$ cat config.mk
export PLATFORM = sky130hd
export DESIGN_NAME = io_handshake_ctrl
export DESIGN_NICKNAME = d
export VERILOG_FILES = /design/src/rtl/io_handshake_ctrl.sv
export SDC_FILE = /design/constraint.sdc
export NUM_CORES = 1
export LEC_CHECK = 0
export CORE_ASPECT_RATIO = 1.25
export CORE_UTILIZATION = 43
export DETAILED_ROUTE_END_ITERATION = 16
export HOLD_SLACK_MARGIN = 0.02
export PLACE_DENSITY = 0.8
export SYNTH_ARGS = -nofsm -noshare
export SYNTH_HDL_FRONTEND = slang
export SYNTH_SLANG_ARGS = --single-unit
$ cat constraint.sdc
create_clock -name clock -period 3.6 [get_ports clock]
set_input_delay 1.08 -clock clock [delete_from_list [all_inputs] [get_ports clock]]
set_output_delay 1.08 -clock clock [all_outputs]
set_load 0.01 [all_outputs]
$ cat src/rtl/io_handshake_ctrl.sv
// I/O instruction sequencer: stalls the core on in/out, waits for a debounced
// operator confirm press, latches switches or the out operand, then releases for one cycle.
module io_handshake_ctrl #(
  parameter int DATA_W          = 32,
  parameter int SW_W            = 18,
  parameter int DEBOUNCE_CYCLES = 50000
) (
  input  logic              clock,
  input  logic              reset,
  input  logic              in_req,
  input  logic              out_req,
  input  logic              confirm_btn,
  input  logic [SW_W-1:0]   switches,
  input  logic [DATA_W-1:0] out_data,
  output logic              io_wait,
  output logic [DATA_W-1:0] in_data,
  output logic [DATA_W-1:0] display,
  output logic              display_valid,
  output logic              io_done
);

  localparam int              CNT_W    = $clog2(DEBOUNCE_CYCLES);
  localparam logic [CNT_W-1:0] CNT_LAST = CNT_W'(DEBOUNCE_CYCLES - 1);
  localparam logic [CNT_W-1:0] CNT_ONE  = CNT_W'(1);

  localparam logic [1:0] IDLE       = 2'd0;
  localparam logic [1:0] WAIT_PRESS = 2'd1;
  localparam logic [1:0] DONE       = 2'd2;

  if (SW_W > DATA_W) begin : g_bad_sw_w
    $error("io_handshake_ctrl: SW_W must not exceed DATA_W");
  end
  if (DEBOUNCE_CYCLES < 2) begin : g_bad_debounce
    $error("io_handshake_ctrl: DEBOUNCE_CYCLES must be at least 2");
  end

  logic              sync_meta_q, sync_meta_d;
  logic              sync_q, sync_d;
  logic              db_level_q, db_level_d;
  logic              db_prev_q, db_prev_d;
  logic [CNT_W-1:0]  db_cnt_q, db_cnt_d;
  logic [1:0]        state_q, state_d;
  logic              op_is_in_q, op_is_in_d;
  logic [DATA_W-1:0] in_data_q, in_data_d;
  logic [DATA_W-1:0] display_q, display_d;
  logic              display_valid_q, display_valid_d;

  logic              any_req;
  logic              press;

  assign any_req = in_req | out_req;

  // Button front end: two-flop synchronizer feeding a stability counter.
  always_comb begin
    sync_meta_d = confirm_btn;
    sync_d      = sync_meta_q;
    db_level_d  = db_level_q;
    db_cnt_d    = '0;
    db_prev_d   = db_level_q;
    if (sync_q != db_level_q) begin
      if (db_cnt_q == CNT_LAST) begin
        db_level_d = sync_q;
      end else begin
        db_cnt_d = db_cnt_q + CNT_ONE;
      end
    end
  end

  // Rising edge of the debounced level only, so a held button confirms once.
  assign press = db_level_q & ~db_prev_q;

  // Handshake FSM and data latches.
  always_comb begin
    state_d         = state_q;
    op_is_in_d      = op_is_in_q;
    in_data_d       = in_data_q;
    display_d       = display_q;
    display_valid_d = display_valid_q;
    case (state_q)
      IDLE: begin
        if (any_req) begin
          op_is_in_d = in_req;
          state_d    = WAIT_PRESS;
        end
      end
      WAIT_PRESS: begin
        if (!any_req) begin
          state_d = IDLE;
        end else if (press) begin
          state_d = DONE;
          if (op_is_in_q) begin
            in_data_d = DATA_W'(switches);
          end else begin
            display_d       = out_data;
            display_valid_d = 1'b1;
          end
        end
      end
      DONE: begin
        state_d = IDLE;
      end
      default: begin
        state_d = IDLE;
      end
    endcase
  end

  always_ff @(posedge clock or posedge reset) begin
    if (reset) begin
      sync_meta_q     <= 1'b0;
      sync_q          <= 1'b0;
      db_level_q      <= 1'b0;
      db_prev_q       <= 1'b0;
      db_cnt_q        <= '0;
      state_q         <= IDLE;
      op_is_in_q      <= 1'b0;
      in_data_q       <= '0;
      display_q       <= '0;
      display_valid_q <= 1'b0;
    end else begin
      sync_meta_q     <= sync_meta_d;
      sync_q          <= sync_d;
      db_level_q      <= db_level_d;
      db_prev_q       <= db_prev_d;
      db_cnt_q        <= db_cnt_d;
      state_q         <= state_d;
      op_is_in_q      <= op_is_in_d;
      in_data_q       <= in_data_d;
      display_q       <= display_d;
      display_valid_q <= display_valid_d;
    end
  end

  // Stall is combinational so the core holds in the instruction's first cycle.
  assign io_wait       = ((state_q == IDLE) & any_req) | (state_q == WAIT_PRESS);
  assign io_done       = (state_q == DONE);
  assign in_data       = in_data_q;
  assign display       = display_q;
  assign display_valid = display_valid_q;

endmodule

==> results of run 1 <==
==> synth_stat cells, types with 3 or more instances <==
library cell  count
mux2_1            3
nor4_1            5
nand2_1           6
nor3_1            5
xor2_1            3
nand3_1           6
inv_1             5
nand4_1           4
dfrtp_1          74
xnor2_1          12
buf_2             4
buf_4            14
mux2_2           48
nor2_1           23
==> critical path: cells and delay by family <==
family	cells	cell delay [ns]
buf+inv	2	1.04
simple gates	2	0.15
==> flip-flops by register name, indices dropped and copies added (netlist names) <==
register	flops
state_q	2
sync_d	1
op_is_in_q	1
in_data	18
sync_q	1
db_cnt_q	16
db_level_q	1
db_prev_q	1
display	32
display_valid	1
==> layer usage <==
metal	wire length, µm	up-vias	GRT usage, %
li1	-	969	-
met1	2430	998	19.5
met2	3060	76	28.8
met3	367	14	5.88
met4	185	0	10.1
met5	0	-	0
==> kinds of logic (layout without fill, tap and decap cells) <==
| logic type | count (synthesis) | in the layout | share of synthesized area, % |
|---|---|---|---|
| other cells | 1 | 14 | 0.122 |
| mux | 51 | 51 | 18.7 |
| buf+inv | 24 | 130 | 5.07 |
| xor+xnor | 15 | 15 | 4.29 |
| flops | 74 | 74 | 60.5 |
| fa+ha+maj | 1 | 1 | 0.408 |
| simple gates | 57 | 57 | 9.72 |
| compound gates | 2 | 2 | 1.18 |
==> metrics by stage <==
step | util [%] | setup slack (ns) | instance area (µm²) | power [mW] | std cells
after CTS | 63.3 | 0.242 | 4390 | 1.73 | 434
final | 63.3 | 0.246 | 4390 | 1.71 | 434
after detailed placement | 60.4 | 0.256 | 4190 | 1.08 | 418
after global routing | 63.3 | 0.191 | 4390 | 1.78 | 434
after global placement | 60.4 | 0.266 | 4190 | 1.07 | 418
after floorplan | - | 0.638 | 3110 | 0.967 | 238
==> worst min-delay path by stage <==
stage,to,slack (ns),cells past startpoint,from
final,sync_q,0.34,0,sync_d
after global routing,sync_q,0.36,0,sync_d
after CTS,sync_q,0.35,0,sync_d
after detailed placement,sync_q,0.34,0,sync_d
after global placement,sync_q,0.33,0,sync_d
after floorplan,sync_q,0.33,0,sync_d
==> final cells by class <==
type	count	area [µm²]
clock buffer	11	141
clock inverter	5	62.6
fill	540	2540
inverter	5	18.8
multi-input combinational	140	1100
sequential	74	1850
tap	90	113
timing repair buffer	109	1100
==> report_power, final <==
group          internal (mW)  leakage [nW]  switching (mW)  total [mW]
Sequential             0.860         0.963          0.0186       0.879
Clock                  0.343        0.0962           0.310       0.653
Combinational          0.114         0.838          0.0663       0.181
==> key figures, run 1 <==
Clocking
  • CTS H-tree depth: 3
  • Post-CTS Setup Bufs: 0
  • CTS Sinks: 74
  • Root Buffer: clkbuf_8
  • # hold bufs at CTS: 0
  • Clock transition at path regs: 0.08 ns
  • CTS tree: built
  • Post-CTS Resized: 0
  • Worst skew pair latency: 0.34 ns
  • Clk buf depth: 2
  • CTS Buf Count: 9

Logic synthesis
  • Synth top area share: 60.5%
  • Yosys warning count: 0
  • Predominant post-synthesis flop cell: dfrtp_1
  • Syn_area_per_cell: 13.6 µm²
  • Area leader, netlist: dfrtp_1
  • Synth unique cells: 27
  • Synth top area cells: dfrtp_1 60%, mux2_2 18%, buf_4 3.4%
  • Synthesized flop and latch total: 74
  • Cells after Synth: 225
  • Post-synth EDFFs: 0
  • Sequential share of the synthesized area: 60.5%
  • Mapped cell area: 3060 µm²
  • Async SR Flop Fraction: 100%

Floorplan
  • Core box area: 6930 µm²
  • IO Count: 122
  • Die W: 77.5 µm
  • Starting density of the core: 44.2%
  • Die area: 7470 µm²
  • FP Rows: 34
  • Die height: 96.4 µm

Setup path
  • Worst reg2reg path startpoint: db_cnt_q[13]
  • Crit start category: input port
  • Worst EP required: 2.52 ns
  • Reg2reg path depth: 4
  • Worst setup startpoint: out_req
  • Critical path class: input port to output pin
  • Critical Path AT: 2.27 ns
  • Worst R2R Setup Slack: 1.57 ns
  • Slowest CP cell: clkdlybuf4s50_1
  • Crit-path most repeated cell: clkdlybuf4s50_1
  • Crit end category: output pin
  • Crit Path Max Fanout: 3
  • FF-to-FF End: db_cnt_q[3]
  • Crit-path max cell delay: 0.54 ns
  • Critical-path cell list: clkdlybuf4s50_1 > nor3_1 > nor2_1 > clkdlybuf4s50_1
  • Worst Setup EP: io_wait

Timing
  • Final Hold Vio Count: 0
  • Setup violators final: 0
  • Rel. slew slack: 43.0%
  • Tmin final: 3.35 ns
  • RSZ-0062 raised after global routing: no
  • Slew Viols, Final: 0
  • Worst Skew: 0.0157 ns
  • Min Hold Slack: 0.343 ns
  • Tcrit/Tclk final: 93.2%
  • Slew @ Worst Pin: 0.853 ns
  • Setup TNS: 0 ns
  • Maximum clock frequency: 298 MHz

Global routing
  • Vias in the first global route: 2,058
  • First-pass GRT wire length: 9.65 mm
  • Gr usage total: 17.3%
  • Total grt overflow: 0
  • Initial antenna violation count: 0
  • Largest net degree at the start of global routing: 57

Drt
  • DRC: 0
  • Post-DRT Antenna Nets: 0
  • DR iter-0 viols: 92
  • Final wirelength: 6.04 mm
  • Drt wl/cell: 13.9 µm
  • Vias: 2,057
  • Vias/cell: 4.74
  • Router iterations before antenna repair: 4

Finish
  • Area Growth Syn to Fin: 43.3%
  • Most frequent cells in the layout: 107 x clkdlybuf4s50_1, 74 x dfrtp_1, 48 x mux2_2
  • Diode count: 0
  • Final #Nets: 395
  • Layout cells sized above 1: 20.9%
  • Most common library cell in the layout ignoring fill and taps: clkdlybuf4s50_1

Placed design
  • DP HPWL: 4.34 mm
  • Final GP Congestion: 0.815
  • IO buf count: 107

Status
  • Outcome: finished clean

Power and ir drop
  • Cell Pwr Density: 390 nW/µm²
  • Leakage: 1.90 nW
  • Peak supply drop: 0.356 mV

Min path
  • HP Class: flop to flop

Run
  • MaxCap Viol Count: 0
Note: power is estimated with default switching activity, not from simulation.
==> run 2: changes to the inputs <==
--- a/config.mk
+++ b/config.mk
@@ -6,10 +6,12 @@
 export NUM_CORES = 1
 export LEC_CHECK = 0
 export CORE_ASPECT_RATIO = 1.25
-export CORE_UTILIZATION = 43
+export CORE_MARGIN = 2
+export CORE_UTILIZATION = 39
 export DETAILED_ROUTE_END_ITERATION = 16
+export GPL_TIMING_DRIVEN = 0
 export HOLD_SLACK_MARGIN = 0.02
-export PLACE_DENSITY = 0.8
+export PLACE_DENSITY = 0.76
 export SYNTH_ARGS = -nofsm -noshare
 export SYNTH_HDL_FRONTEND = slang
 export SYNTH_SLANG_ARGS = --single-unit
==> constraint.sdc (replaced) <==
create_clock -name clock -period 3 [get_ports clock]
set_input_delay 0.9 -clock clock [delete_from_list [all_inputs] [get_ports clock]]
set_output_delay 0.9 -clock clock [all_outputs]
set_load 0.01 [all_outputs]
==> key figures, run 2 (synthesis results as in run 1) <==
Timing
  • Tcrit/Tclk final: 93.6%
  • Final Hold Vio Count: 0 (unchanged)
  • Tmin final: 2.81 ns
  • RSZ-0062 raised after global routing: no
  • Maximum clock frequency: 356 MHz
  • Min Hold Slack: 0.350 ns (+0.00722 ns)
  • Slew Viols, Final: 0 (unchanged)
  • Final worst slack: 0.193 ns (-0.0529 ns)
  • Worst Skew: 0.00971 ns (-0.00602 ns)
  • Slew @ Worst Pin: 0.514 ns (-0.339 ns)
  • Setup violators final: 0 (unchanged)
  • Rel. slew slack: 65.6% (+23 points)

Finish
  • Layout cells sized above 1: 25.1% (+4.2 points)
  • Most frequent cells in the layout: 106 x clkdlybuf4s50_1, 74 x dfrtp_1, 48 x mux2_2
  • Final #Nets: 413 (+4.6%)
  • Most common library cell in the layout ignoring fill and taps: clkdlybuf4s50_1
  • Max reg flops: 32 (unchanged)
  • Area Growth Syn to Fin: 48.0%
  • Diode count: 0 (unchanged)

Setup path
  • Worst R2R Setup Slack: 1.18 ns (-0.39 ns)
  • Critical Path AT: 1.91 ns (-0.36 ns)
  • Crit start category: input port
  • Critical path class: input port to output pin
  • Crit Path Max Fanout: 3 (unchanged)
  • Worst EP required: 2.10 ns (-0.42 ns)
  • FF-to-FF End: db_cnt_q[13]
  • Worst reg2reg path startpoint: db_cnt_q[13]
  • Crit end category: output pin
  • Reg2reg path depth: 5 (+1)

Drt
  • DR iter-0 viols: 114 (+24%)
  • DRC: 0 (unchanged)
  • Router iterations before antenna repair: 4 (unchanged)
  • Vias/cell: 4.62 (-2.5%)
  • Post-DRT Antenna Nets: 0 (unchanged)
  • Drt wl/cell: 13.6 µm (-2.5%)
  • Vias: 2,111 (+2.6%)
  • Final wirelength: 6.20 mm (+2.6%)

Floorplan
  • Die height: 103 µm (+7.0%)
  • IO Count: 122 (unchanged)
  • Starting density of the core: 39.8% (-4.4 points)
  • Core box area: 7700 µm² (+11%)
  • Die W: 83.3 µm (+7.5%)
  • Die area: 8580 µm² (+15%)
  • FP Rows: 36 (+5.9%)

Placed design
  • DP HPWL: 4.58 mm (+5.4%)
  • Placement Setup Slack: -0.0104 ns (-0.267 ns)
  • Final GP Congestion: 0.818 (+0.36%)
  • IO buf count: 107 (unchanged)

Clocking
  • # hold bufs at CTS: 0 (unchanged)
  • Post-CTS Setup Bufs: 0 (unchanged)
  • Root Buffer: clkbuf_8
  • Clock transition at path regs: 0.07 ns (about the same)
  • CTS Sinks: 74 (unchanged)
  • Worst skew pair latency: 0.34 ns (about the same)
  • CTS tree: built
  • CTS H-tree depth: 3 (unchanged)
  • CTS Buf Count: 9 (unchanged)
  • Clk buf depth: 2 (unchanged)

Status
  • Outcome: finished clean

Run
  • MaxCap Viol Count: 0 (unchanged)

Global routing
  • Initial antenna violation count: 0 (unchanged)
  • Largest net degree at the start of global routing: 69 (+21%)
  • Total grt overflow: 0 (unchanged)
  • Gr usage total: 14.6% (-2.7 points)
  • Vias in the first global route: 2,069 (+0.53%)
  • First-pass GRT wire length: 9.85 mm (+2.1%)

Power and ir drop
  • Leakage: 1.99 nW (+5.1%)
  • Cell Pwr Density: 456 nW/µm² (+17%)
  • Peak supply drop: 0.344 mV (-3.4%)

Min path
  • Hold depth: 0 (unchanged)
  • Hold Crit Start: sync_d
  • Hold EP: sync_q
  • HP Class: flop to flop
## run 2: worst max-delay path, stage by stage
cell	delay [ns]
clkdlybuf4s50_1	0.45
nor3_1	0.21
nor2_1	0.06
dlygate4sd2_1	0.29
## run 2: layout make-up
type	instances	area (µm²)
inverters	5	21.3
clock inverters	6	66.3
repair buffers	108	1100
clock buffers	10	138
fillers	633	3170
plain buffers	19	136
well taps	95	119
flip-flops and latches	74	1850
multi-input cells	140	1100
## run 2: repair_timing
| action | CTS | global route |
|---|---|---|
| gates resized for setup | 1 | 0 |
| endpoints found under the setup margin | 1 | 0 |
| endpoints found under the hold margin | 0 | 0 |
## run 2: where the power goes
| part | leakage (nW) | switching, mW | internal [mW] |
|---|---|---|---|
| sequential | 0.963 | 0.0218 | 1.03 |
| clock | 0.0945 | 0.374 | 0.406 |
| combinational | 0.936 | 0.0821 | 0.151 |
| total | 1.99 | 0.478 | 1.59 |
## run 2: routing by layer
layer | part of all wire [%] | global-route usage [%] | vias up
met2 | 51 | 23.8 | 71
met4 | 2.6 | 8.20 | 0
met1 | 40 | 17.9 | 1017
li1 | - | - | 1009
met5 | 0 | 0 | -
met3 | 6.0 | 3.76 | 14
## run 2: how the worst max path moves through the flow
stage	start	endpoint	slack, ns	cells after the start
final	out_req	io_wait	0.19	4
after global routing	out_req	io_wait	0.16	4
after CTS	out_req	io_wait	0.18	4
after detailed placement	out_req	io_wait	-0.01	4
after global placement	reset	in_data[2]	-0.99	2
after floorplan	reset	db_cnt_q[0]	0.22	1
## run 2: through the flow
step	std cells	cell area (µm²)	TNS [ns]	power (mW)	utilization [%]
4_1_cts	457	4530	0	2.09	58.9
2_1_floorplan	238	3110	0	1.16	-
6_report	457	4530	0	2.07	58.9
5_1_grt	457	4530	0	2.17	58.9
3_5_place_dp	441	4330	-0.0104	1.31	56.2
3_3_place_gp	440	4300	-73.06	1.30	55.8
